[src/rtl/rtc_responder.sv]
// Multiplexed address/data bus slave fronting a 16-entry register file whose
// registers 1..3 hold a BCD seconds/minutes/hours clock driven by a prescaler.
module rtc_responder #(
    parameter int unsigned TICK_CYCLES = 100000000,
    parameter int unsigned NREG        = 16
) (
    input  logic       reloj,
    input  logic       resetM,
    input  logic       CS,
    input  logic       RD,
    input  logic       WR,
    input  logic       A_D,
    input  logic [7:0] AD_in,
    output logic [7:0] AD_out,
    output logic       AD_oe,
    output logic       proto_err
);

    localparam int unsigned DW    = 8;
    localparam int unsigned CNT_W = (TICK_CYCLES > 1) ? $clog2(TICK_CYCLES) : 1;
    localparam logic [CNT_W-1:0] CNT_LAST = CNT_W'(TICK_CYCLES - 1);
    localparam logic [DW-1:0] SEC_LIM = 8'h59;
    localparam logic [DW-1:0] HR_LIM  = 8'h23;

    localparam logic [2:0] S_IDLE      = 3'd0;
    localparam logic [2:0] S_ADDR      = 3'd1;
    localparam logic [2:0] S_WAIT_DATA = 3'd2;
    localparam logic [2:0] S_WRITE     = 3'd3;
    localparam logic [2:0] S_READ      = 3'd4;

    logic [2:0]       state_q, state_d;
    logic [DW-1:0]    addr_q, addr_d;
    logic [DW-1:0]    regs_q [NREG];
    logic [DW-1:0]    regs_d [NREG];
    logic [CNT_W-1:0] cnt_q, cnt_d;
    logic             ad_oe_q, ad_oe_d;
    logic [DW-1:0]    ad_out_q, ad_out_d;
    logic             perr_q, perr_d;
    logic             cs_q, cs_d, rd_q, rd_d, wr_q, wr_d, ad_q, ad_d;
    logic             wr_prev_q, wr_prev_d;
    logic [DW-1:0]    din_q, din_d, din_prev_q, din_prev_d;

    logic             wr_rise, tick, host_we;
    logic [DW-1:0]    rd_val;
    logic [DW:0]      sec_n, min_n, hr_n;

    // Saturating BCD increment: digits above 9 count as 9; returns {carry, value}.
    function automatic logic [DW:0] bcd_inc(input logic [DW-1:0] v, input logic [DW-1:0] lim);
        logic [3:0]    tens;
        logic [3:0]    ones;
        logic [DW-1:0] clamp;
        tens  = (v[7:4] > 4'd9) ? 4'd9 : v[7:4];
        ones  = (v[3:0] > 4'd9) ? 4'd9 : v[3:0];
        clamp = {tens, ones};
        if (v == lim || clamp > lim) begin
            bcd_inc = {1'b1, 8'h00};
        end else if (ones == 4'd9) begin
            bcd_inc = {1'b0, tens + 4'd1, 4'd0};
        end else begin
            bcd_inc = {1'b0, tens, ones + 4'd1};
        end
    endfunction

    always_comb begin
        state_d    = state_q;
        addr_d     = addr_q;
        regs_d     = regs_q;
        ad_oe_d    = 1'b0;
        ad_out_d   = 8'h00;
        perr_d     = perr_q;
        cs_d       = CS;
        rd_d       = RD;
        wr_d       = WR;
        ad_d       = A_D;
        wr_prev_d  = wr_q;
        din_d      = AD_in;
        din_prev_d = din_q;
        host_we    = 1'b0;
        wr_rise    = wr_q & ~wr_prev_q;
        tick       = (cnt_q == CNT_LAST);
        rd_val     = (addr_q[7:4] == 4'd0) ? regs_q[addr_q[3:0]] : 8'h00;
        sec_n      = bcd_inc(regs_q[1], SEC_LIM);
        min_n      = bcd_inc(regs_q[2], SEC_LIM);
        hr_n       = bcd_inc(regs_q[3], HR_LIM);
        cnt_d      = tick ? '0 : cnt_q + CNT_W'(1);

        case (state_q)
            S_IDLE: begin
                if (!cs_q && !wr_q && !ad_q) state_d = S_ADDR;
            end
            S_ADDR: begin
                // din_prev holds the bus value from the last cycle WR was low
                if (wr_rise) begin
                    addr_d  = din_prev_q;
                    state_d = S_WAIT_DATA;
                end else if (cs_q) begin
                    state_d = S_IDLE;
                end
            end
            S_WAIT_DATA: begin
                if (cs_q) begin
                    state_d = S_IDLE;
                end else if (ad_q && !wr_q && rd_q) begin
                    state_d = S_WRITE;
                end else if (ad_q && !rd_q && wr_q) begin
                    state_d  = S_READ;
                    ad_oe_d  = 1'b1;
                    ad_out_d = rd_val;
                end
            end
            S_WRITE: begin
                if (wr_rise) begin
                    host_we = (addr_q[7:4] == 4'd0);
                    state_d = S_IDLE;
                end else if (cs_q) begin
                    state_d = S_IDLE;
                end
            end
            S_READ: begin
                if (rd_q || cs_q) begin
                    state_d = S_IDLE;
                end else begin
                    ad_oe_d  = 1'b1;
                    ad_out_d = ad_out_q;
                end
            end
            default: state_d = S_IDLE;
        endcase

        if (!cs_q && !rd_q && (!ad_q || !wr_q)) perr_d = 1'b1;
        if (state_q == S_IDLE && !cs_q && ad_q && (!rd_q || !wr_q)) perr_d = 1'b1;

        // Tick chain is computed from old values; a host write then overrides its target.
        if (tick) begin
            regs_d[1] = sec_n[DW-1:0];
            if (sec_n[DW]) begin
                regs_d[2] = min_n[DW-1:0];
                if (min_n[DW]) regs_d[3] = hr_n[DW-1:0];
            end
        end
        if (host_we) begin
            regs_d[addr_q[3:0]] = din_prev_q;
            if (addr_q[3:0] == 4'd1) cnt_d = '0;
        end
    end

    always_ff @(posedge reloj or negedge resetM) begin
        if (!resetM) begin
            state_q    <= S_IDLE;
            addr_q     <= 8'h00;
            for (int i = 0; i < NREG; i++) regs_q[i] <= 8'h00;
            cnt_q      <= '0;
            ad_oe_q    <= 1'b0;
            ad_out_q   <= 8'h00;
            perr_q     <= 1'b0;
            cs_q       <= 1'b1;
            rd_q       <= 1'b1;
            wr_q       <= 1'b1;
            ad_q       <= 1'b1;
            wr_prev_q  <= 1'b1;
            din_q      <= 8'h00;
            din_prev_q <= 8'h00;
        end else begin
            state_q    <= state_d;
            addr_q     <= addr_d;
            regs_q     <= regs_d;
            cnt_q      <= cnt_d;
            ad_oe_q    <= ad_oe_d;
            ad_out_q   <= ad_out_d;
            perr_q     <= perr_d;
            cs_q       <= cs_d;
            rd_q       <= rd_d;
            wr_q       <= wr_d;
            ad_q       <= ad_d;
            wr_prev_q  <= wr_prev_d;
            din_q      <= din_d;
            din_prev_q <= din_prev_d;
        end
    end

    assign AD_out    = ad_out_q;
    assign AD_oe     = ad_oe_q;
    assign proto_err = perr_q;

endmodule

[config.mk]
export PLATFORM = sky130hd
export DESIGN_NAME = rtc_responder
export DESIGN_NICKNAME = d
export VERILOG_FILES = /design/src/rtl/rtc_responder.sv
export SDC_FILE = /design/constraint.sdc
export NUM_CORES = 1
export LEC_CHECK = 0
export ABC_CLOCK_PERIOD_IN_PS = 2900
export BUFFER_PORTS_ARGS = -buffer_cell sky130_fd_sc_hd__buf_2
export CORE_UTILIZATION = 39
export DETAILED_ROUTE_END_ITERATION = 10
export PLACE_DENSITY = 0.64
export REMOVE_ABC_BUFFERS = 1
export SLEW_MARGIN = 25
export SYNTH_ARGS = -nofsm -noshare
export SYNTH_HDL_FRONTEND = slang
export SYNTH_SLANG_ARGS = --single-unit
[constraint.sdc]
create_clock -name reloj -period 2.9 [get_ports reloj]
set_clock_uncertainty 0.2 [all_clocks]
set_input_delay 0.87 -clock reloj [delete_from_list [all_inputs] [get_ports reloj]]
set_output_delay 0.87 -clock reloj [all_outputs]
set_load 0.01 [all_outputs]
==> flow_summary.yaml, run 1 <==
power:
  power_density_nw_per_um2: 556.2
  p_sw_frac: 0.2682
  p_switching_uw: 1611
  p_int_uw: 4394
  peakVddDrop_uv: 363.5
  seq_power_share: 0.506
  power.leakage_uw: 0.004907
  clock_power_share: 0.396
  combPwrFrac: 0.098
die:
  ios: 24
  coreArea_sq_um: 23750
  rows: 56
  dieArea_sq_um: 25110
  chipHeight_um: 158.5
  start_util: 0.4019
  die_x_um: 158.5
detailed_routing:
  wl_met1_um: 9599
  routed_via_density: 5.505
  topRoutingLayerUsed: "met4"
  wl_met3_um: 1105
  vias: 6243
  drt_iter0_markers: 409
  dr.pass1.iters: 4
  wirelength_um: 21070
  drc_errors: 0
  wl_met2_um: 9913
  post_drt_wl_per_cell_um: 18.58
  ant_nets: 0
synthesis:
  synth_area_leaders: "dfrtp_1 50%, mux2_2 13%, mux4_2 9.4%"
  syn_area_per_cell_sq_um: 12.46
  yosysMostFrequentCell: "dfrtp_1"
  synth_top_area_frac: 0.5033
  syn_area_sq_um: 9547
  netlist_instances: 766
  synth_edf_count: 0
  synth_warnings: 0
  synthArstFlopShare: 1.000
  ys_top_cells_by_count: "192 x dfrtp_1, 113 x mux2_2, 57 x nor2_1"
  yosysUniqueCellTypes: 64
  synth_seq_cells: 197
  synthFlopType: "dfrtp_1"
  yosysTopAreaCell: "dfrtp_1"
  ys_seq_area_frac: 0.5170
critical_path:
  r2r-start: "cnt_q[8]"
  rr_endpoint: "regs_q[99]"
  end_kind: "flop"
  cpPeakStageDelay_ns: 0.59
  startpoint_type: "flop"
  path_buf_inv: 0
  required_ns: 3.01
  cp-startpoint: "cnt_q[8]"
  r2r_setup_slack_ns: 0.22
  reg2regPathDepth: 5
  crit_family: "simple AND/OR/NAND/NOR gates"
  cpMaxStageDelayCell: "or4_4"
  worstSetupPathType: "flop to flop"
  crit_arrival_ns: 2.79
  critPathMaxFanout: 13
  crit_chain: "or4b_1 > or4_4 > a211o_1 > o31ai_1 > o21ai_1"
layout:
  area_growth_pct: 13.09
  finalNetCount: 824
  fin_util: 0.4545
  nFillCells: 2121
  drive_gt1_frac: 0.3329
min_path:
  min_path_type: "flop to flop"
  min_to: "din_prev_q[2]"
  whs_path_depth: 0
  min-delay-start: "din_prev_d[2]"
run_status:
  status: "completed"
sta:
  setup_viol: 0
  rsz0062_at_grt: "false"
  whs_ns: 0.1505
  min_period_ns: 2.682
  max_slew_margin: 0.4716
  hold_violations: 0
  maxSlewViolCount: 0
  fin_crit_sh: 0.9248
  tightestPinTransition_ns: 0.7926
  clock.fmax_ghz: 0.3729
clock_tree:
  cts_setup_buffers: 0
  path_clk_slew_ns: 0.08
  cts_max_level: 4
  clock_latency_ns: 0.43
  holdBufCountCts: 0
  clockBufferDepth: 2
  cts_resized: 0
  cts_buffers: 17
  clock-root-buffer: "clkbuf_16"
  cts_tree: "built"
  clkSinkCount: 197
grt:
  grt_pass1_vias: 6205
  antenna_found_initial: 1
  grt_max_degree: 59
  grt_usage: 0.1818
  grt-ovfl-total: 0
  grt_pass1_wl_um: 34400
place:
  place.gp.congestion: 0.8445
  port_buffers: 23
  dpl.hpwl_um: 14290
flow_run:
  cap_violations: 0
-- through the flow --
step                      TNS, ns  total power, uW  instance area [sq um]  cells  setup slack (ns)
after global routing            0             6246                  10790   1133            0.1001
after detailed placement        0             3690                  10190   1101            0.2583
after global placement          0             3677                  10190   1101            0.2557
final                           0             6005                  10800   1134            0.2182
after CTS                       0             6067                  10790   1133            0.2390
after floorplan            -2.895             3405                   9355    724           -0.2586
-- power by group through the flow --
stage	registers [uW]	logic [uW]	clock network, uW
6_report	3040	589	2380
5_1_grt	3060	645	2540
4_1_cts	3040	599	2430
3_5_place_dp	3090	601	0
3_3_place_gp	3090	590	0
2_1_floorplan	3120	285	0
-- kinds of logic after synthesis --
logic type	Yosys count	synth area share
adder cells (fa/ha/maj)	9	0.01180
AO/OA/AOI/OAI	103	0.06697
flip-flops	197	0.5170
XOR/XNOR	29	0.02661
AND/OR/NAND/NOR	209	0.1178
multiplexers	157	0.2318
buffers and inverters	62	0.02791
-- how the worst max path moves through the flow --
stage                  end  depth (start not counted)
5_1_grt         regs_q[99]                          5
6_report        regs_q[99]                          5
3_5_place_dp     cnt_q[20]                          5
3_3_place_gp    regs_q[99]                          5
2_1_floorplan  regs_q[114]                          4
4_1_cts         regs_q[99]                          5
-- layout make-up --
| type | count | area (sq um) | share of cell area |
|---|---|---|---|
| sequential | 197 | 4938 | 0.4574 |
| multi-input combinational | 507 | 4344 | 0.4024 |
| clock buffer | 18 | 439.2 | 0.04068 |
| timing repair buffer | 58 | 436.7 | 0.04045 |
| tap | 319 | 399.1 | 0.03697 |
| clock inverter | 14 | 161.4 | 0.01495 |
| inverter | 20 | 75.07 | 0.006953 |
| antenna | 1 | 2.502 | 0.0002318 |
-- registers in the layout (all words and copies together), names as in the netlist --
name and cells:
din_prev_q 8, rd_q 1, wr_prev_d 1, cs_q 1, din_prev_d 8, AD_oe 1
ad_q 1, cnt_q 27, wr_prev_q 1, proto_err 1, state_q 3, AD_out 8
regs_q 128, addr_q 8
-- cells in the final DEF (no fill, tap or decap), types with 5 or more instances in the layout --
master,Yosys,routed
nor2_2,5,5
nand4_1,14,14
ha_1,9,9
nor4_1,10,10
mux4_2,40,40
o21ai_0,35,35
dfrtp_1,192,190
mux2_2,113,113
xnor2_1,19,19
and3_1,13,13
xor2_1,10,10
a21oi_1,24,24
and4_1,9,9
buf_4,2,31
nor2b_1,6,6
clkbuf_16,0,17
inv_1,20,20
a31oi_1,10,10
nand3_1,16,16
nand2b_1,10,10
nor3_1,9,9
inv_6,0,5
buf_2,3,22
nand2_1,37,37
nor2_1,57,57
dfstp_2,5,5
-- worst register-to-register path, stage by stage (launching register included) --
cell     delay (ns)
dfrtp_1        0.44
or4b_1         0.55
or4_4          0.59
a211o_1        0.41
o31ai_1        0.29
o21ai_1        0.08
-- per-layer routing --
layer | vias up | GRT usage
met4 | 0 | 0.06777
met1 | 3172 | 0.2508
met5 | - | 0
met3 | 30 | 0.04083
li1 | 2878 | -
met2 | 163 | 0.2794
No activity file was read; power rests on OpenSTA's default activity.
==> run 2: changes to the inputs <==
--- a/config.mk
+++ b/config.mk
@@ -7,10 +7,11 @@
 export LEC_CHECK = 0
 export ABC_CLOCK_PERIOD_IN_PS = 2900
 export BUFFER_PORTS_ARGS = -buffer_cell sky130_fd_sc_hd__buf_2
+export CAP_MARGIN = 25
 export CORE_UTILIZATION = 39
 export DETAILED_ROUTE_END_ITERATION = 10
+export HOLD_SLACK_MARGIN = 0.1
 export PLACE_DENSITY = 0.64
-export REMOVE_ABC_BUFFERS = 1
 export SLEW_MARGIN = 25
 export SYNTH_ARGS = -nofsm -noshare
 export SYNTH_HDL_FRONTEND = slang
==> flow_summary.yaml, run 2 (same netlist as run 1, synthesis figures left out) <==
run_status:
  status: "completed"
grt:
  grt_pass1_vias: 6162
  antenna_found_initial: 1
  grt_max_degree: 59
  grt-ovfl-total: 0
  grt_usage: 0.1812
  grt_pass1_wl_um: 34750
flow_run:
  cap_violations: 0
clock_tree:
  holdBufCountCts: 0
  path_clk_slew_ns: 0.08
  clockBufferDepth: 2
  cts_max_level: 4
  cts_resized: 0
  cts_setup_buffers: 0
  clock-root-buffer: "clkbuf_16"
  cts_buffers: 17
  cts_tree: "built"
  clock_latency_ns: 0.44
  clkSinkCount: 197
die:
  die_x_um: 158.5
  chipHeight_um: 158.5
  coreArea_sq_um: 23750
  ios: 24
  rows: 56
  dieArea_sq_um: 25110
  start_util: 0.4019
critical_path:
  worstSetupPathType: "flop to flop"
  crit_arrival_ns: 2.85
  critPathMaxFanout: 6
  reg2regPathDepth: 5
  required_ns: 3.04
  startpoint_type: "flop"
  end_kind: "flop"
  r2r_setup_slack_ns: 0.20
detailed_routing:
  dr.pass1.iters: 5
  routed_via_density: 5.558
  wirelength_um: 21190
  drt_iter0_markers: 468
  vias: 6292
  drc_errors: 0
  ant_nets: 0
  post_drt_wl_per_cell_um: 18.72
layout:
  area_growth_pct: 13.20
  regMostFlops: "regs_q"
  finalNetCount: 822
  final_cell_mix: "190 x dfrtp_1, 113 x mux2_2, 57 x nor2_1"
  largest_register_ffs: 128
  top_regs: "regs_q x128, cnt_q x27"
  drive_gt1_frac: 0.3313
  fin_util: 0.4550
  mostFrequentLayoutCell: "dfrtp_1"
power:
  fin_total_pwr_uw: 6120
  clock_power_share: 0.404
  p_sw_frac: 0.2801
  seq_power_share: 0.500
  p_int_uw: 4406
  peakVddDrop_uv: 438.8
  combPwrFrac: 0.096
  p_switching_uw: 1714
  power_density_nw_per_um2: 566.3
  power.leakage_uw: 0.004909
sta:
  tightestPinTransition_ns: 0.8185
  maxSlewViolCount: 0
  min_period_ns: 2.702
  setup_viol: 0
  max_slew_margin: 0.4544
  rsz0062_at_grt: "false"
  hold_violations: 0
  fin_crit_sh: 0.9316
  clock.fmax_ghz: 0.3701
  fin_setup_tns_ns: 0
min_path:
  min_path_type: "flop to flop"
  whs_path_depth: 0
place:
  dpl.hpwl_um: 14140
  place.gp.congestion: 0.8029
  port_buffers: 23
synthesis:
  synthesis.nets: 789
[run 2: changes by cell type in the layout (fill, tap and decap cells not counted), sizes merged]
| cell | change |
|---|---|
| buf | -2 |
| clkbuf | -1 |
| clkinv | +1 |
[run 2: power groups by stage]
stage	Clock [uW]	Combinational (uW)	Sequential [uW]
after global routing	2620	637	3090
after floorplan	0	484	2960
after global placement	0	586	3110
final	2470	586	3060
after detailed placement	0	594	3110
after CTS	2510	596	3060
[run 2: final timing paths]
path,endpoint,from
max,regs_q[112],cnt_q[9]
min,din_prev_q[3],din_prev_d[3]
max reg2reg,regs_q[112],cnt_q[9]
min reg2reg,din_prev_q[3],din_prev_d[3]
max in group asynchronous,ad_q,resetM
min in group asynchronous,din_prev_d[2],resetM
[run 2: critical path: stages (launching register included)]
cell     delay, ns
dfrtp_1       0.43
or4b_1        0.56
or4_4         0.59
nor4_2        0.47
a22oi_1       0.14
o21ai_0       0.21
[run 2: routing by layer]
metal | up-vias | part of all wire | global-route usage
met1 | 3248 | 0.47 | 0.2596
met3 | 22 | 0.033 | 0.02831
met2 | 147 | 0.48 | 0.2840
met4 | 0 | 0.014 | 0.05220
met5 | - | 0 | 0
li1 | 2875 | - | -
[run 2: final cells by class]
cell class,instances,area (sq um)
antenna,1,2.502
clock buffer,17,425.4
clock inverter,15,200.2
fill,2133,12950
inverter,20,75.07
multi-input combinational,507,4344
sequential,197,4938
tap,319,399.1
timing repair buffer,56,421.7
[run 2: through the flow]
| step | instance area (sq um) | hold WS [ns] | setup slack [ns] | instances |
|---|---|---|---|---|
| after floorplan | 9547 | 0.1312 | 0.3063 | 766 |
| after global placement | 10180 | 0.1328 | 0.2675 | 1099 |
| after detailed placement | 10180 | 0.1371 | 0.2529 | 1099 |
| after CTS | 10800 | 0.1547 | 0.2227 | 1131 |
| after global routing | 10800 | 0.1584 | 0.09947 | 1131 |
| final | 10810 | 0.1520 | 0.1984 | 1132 |
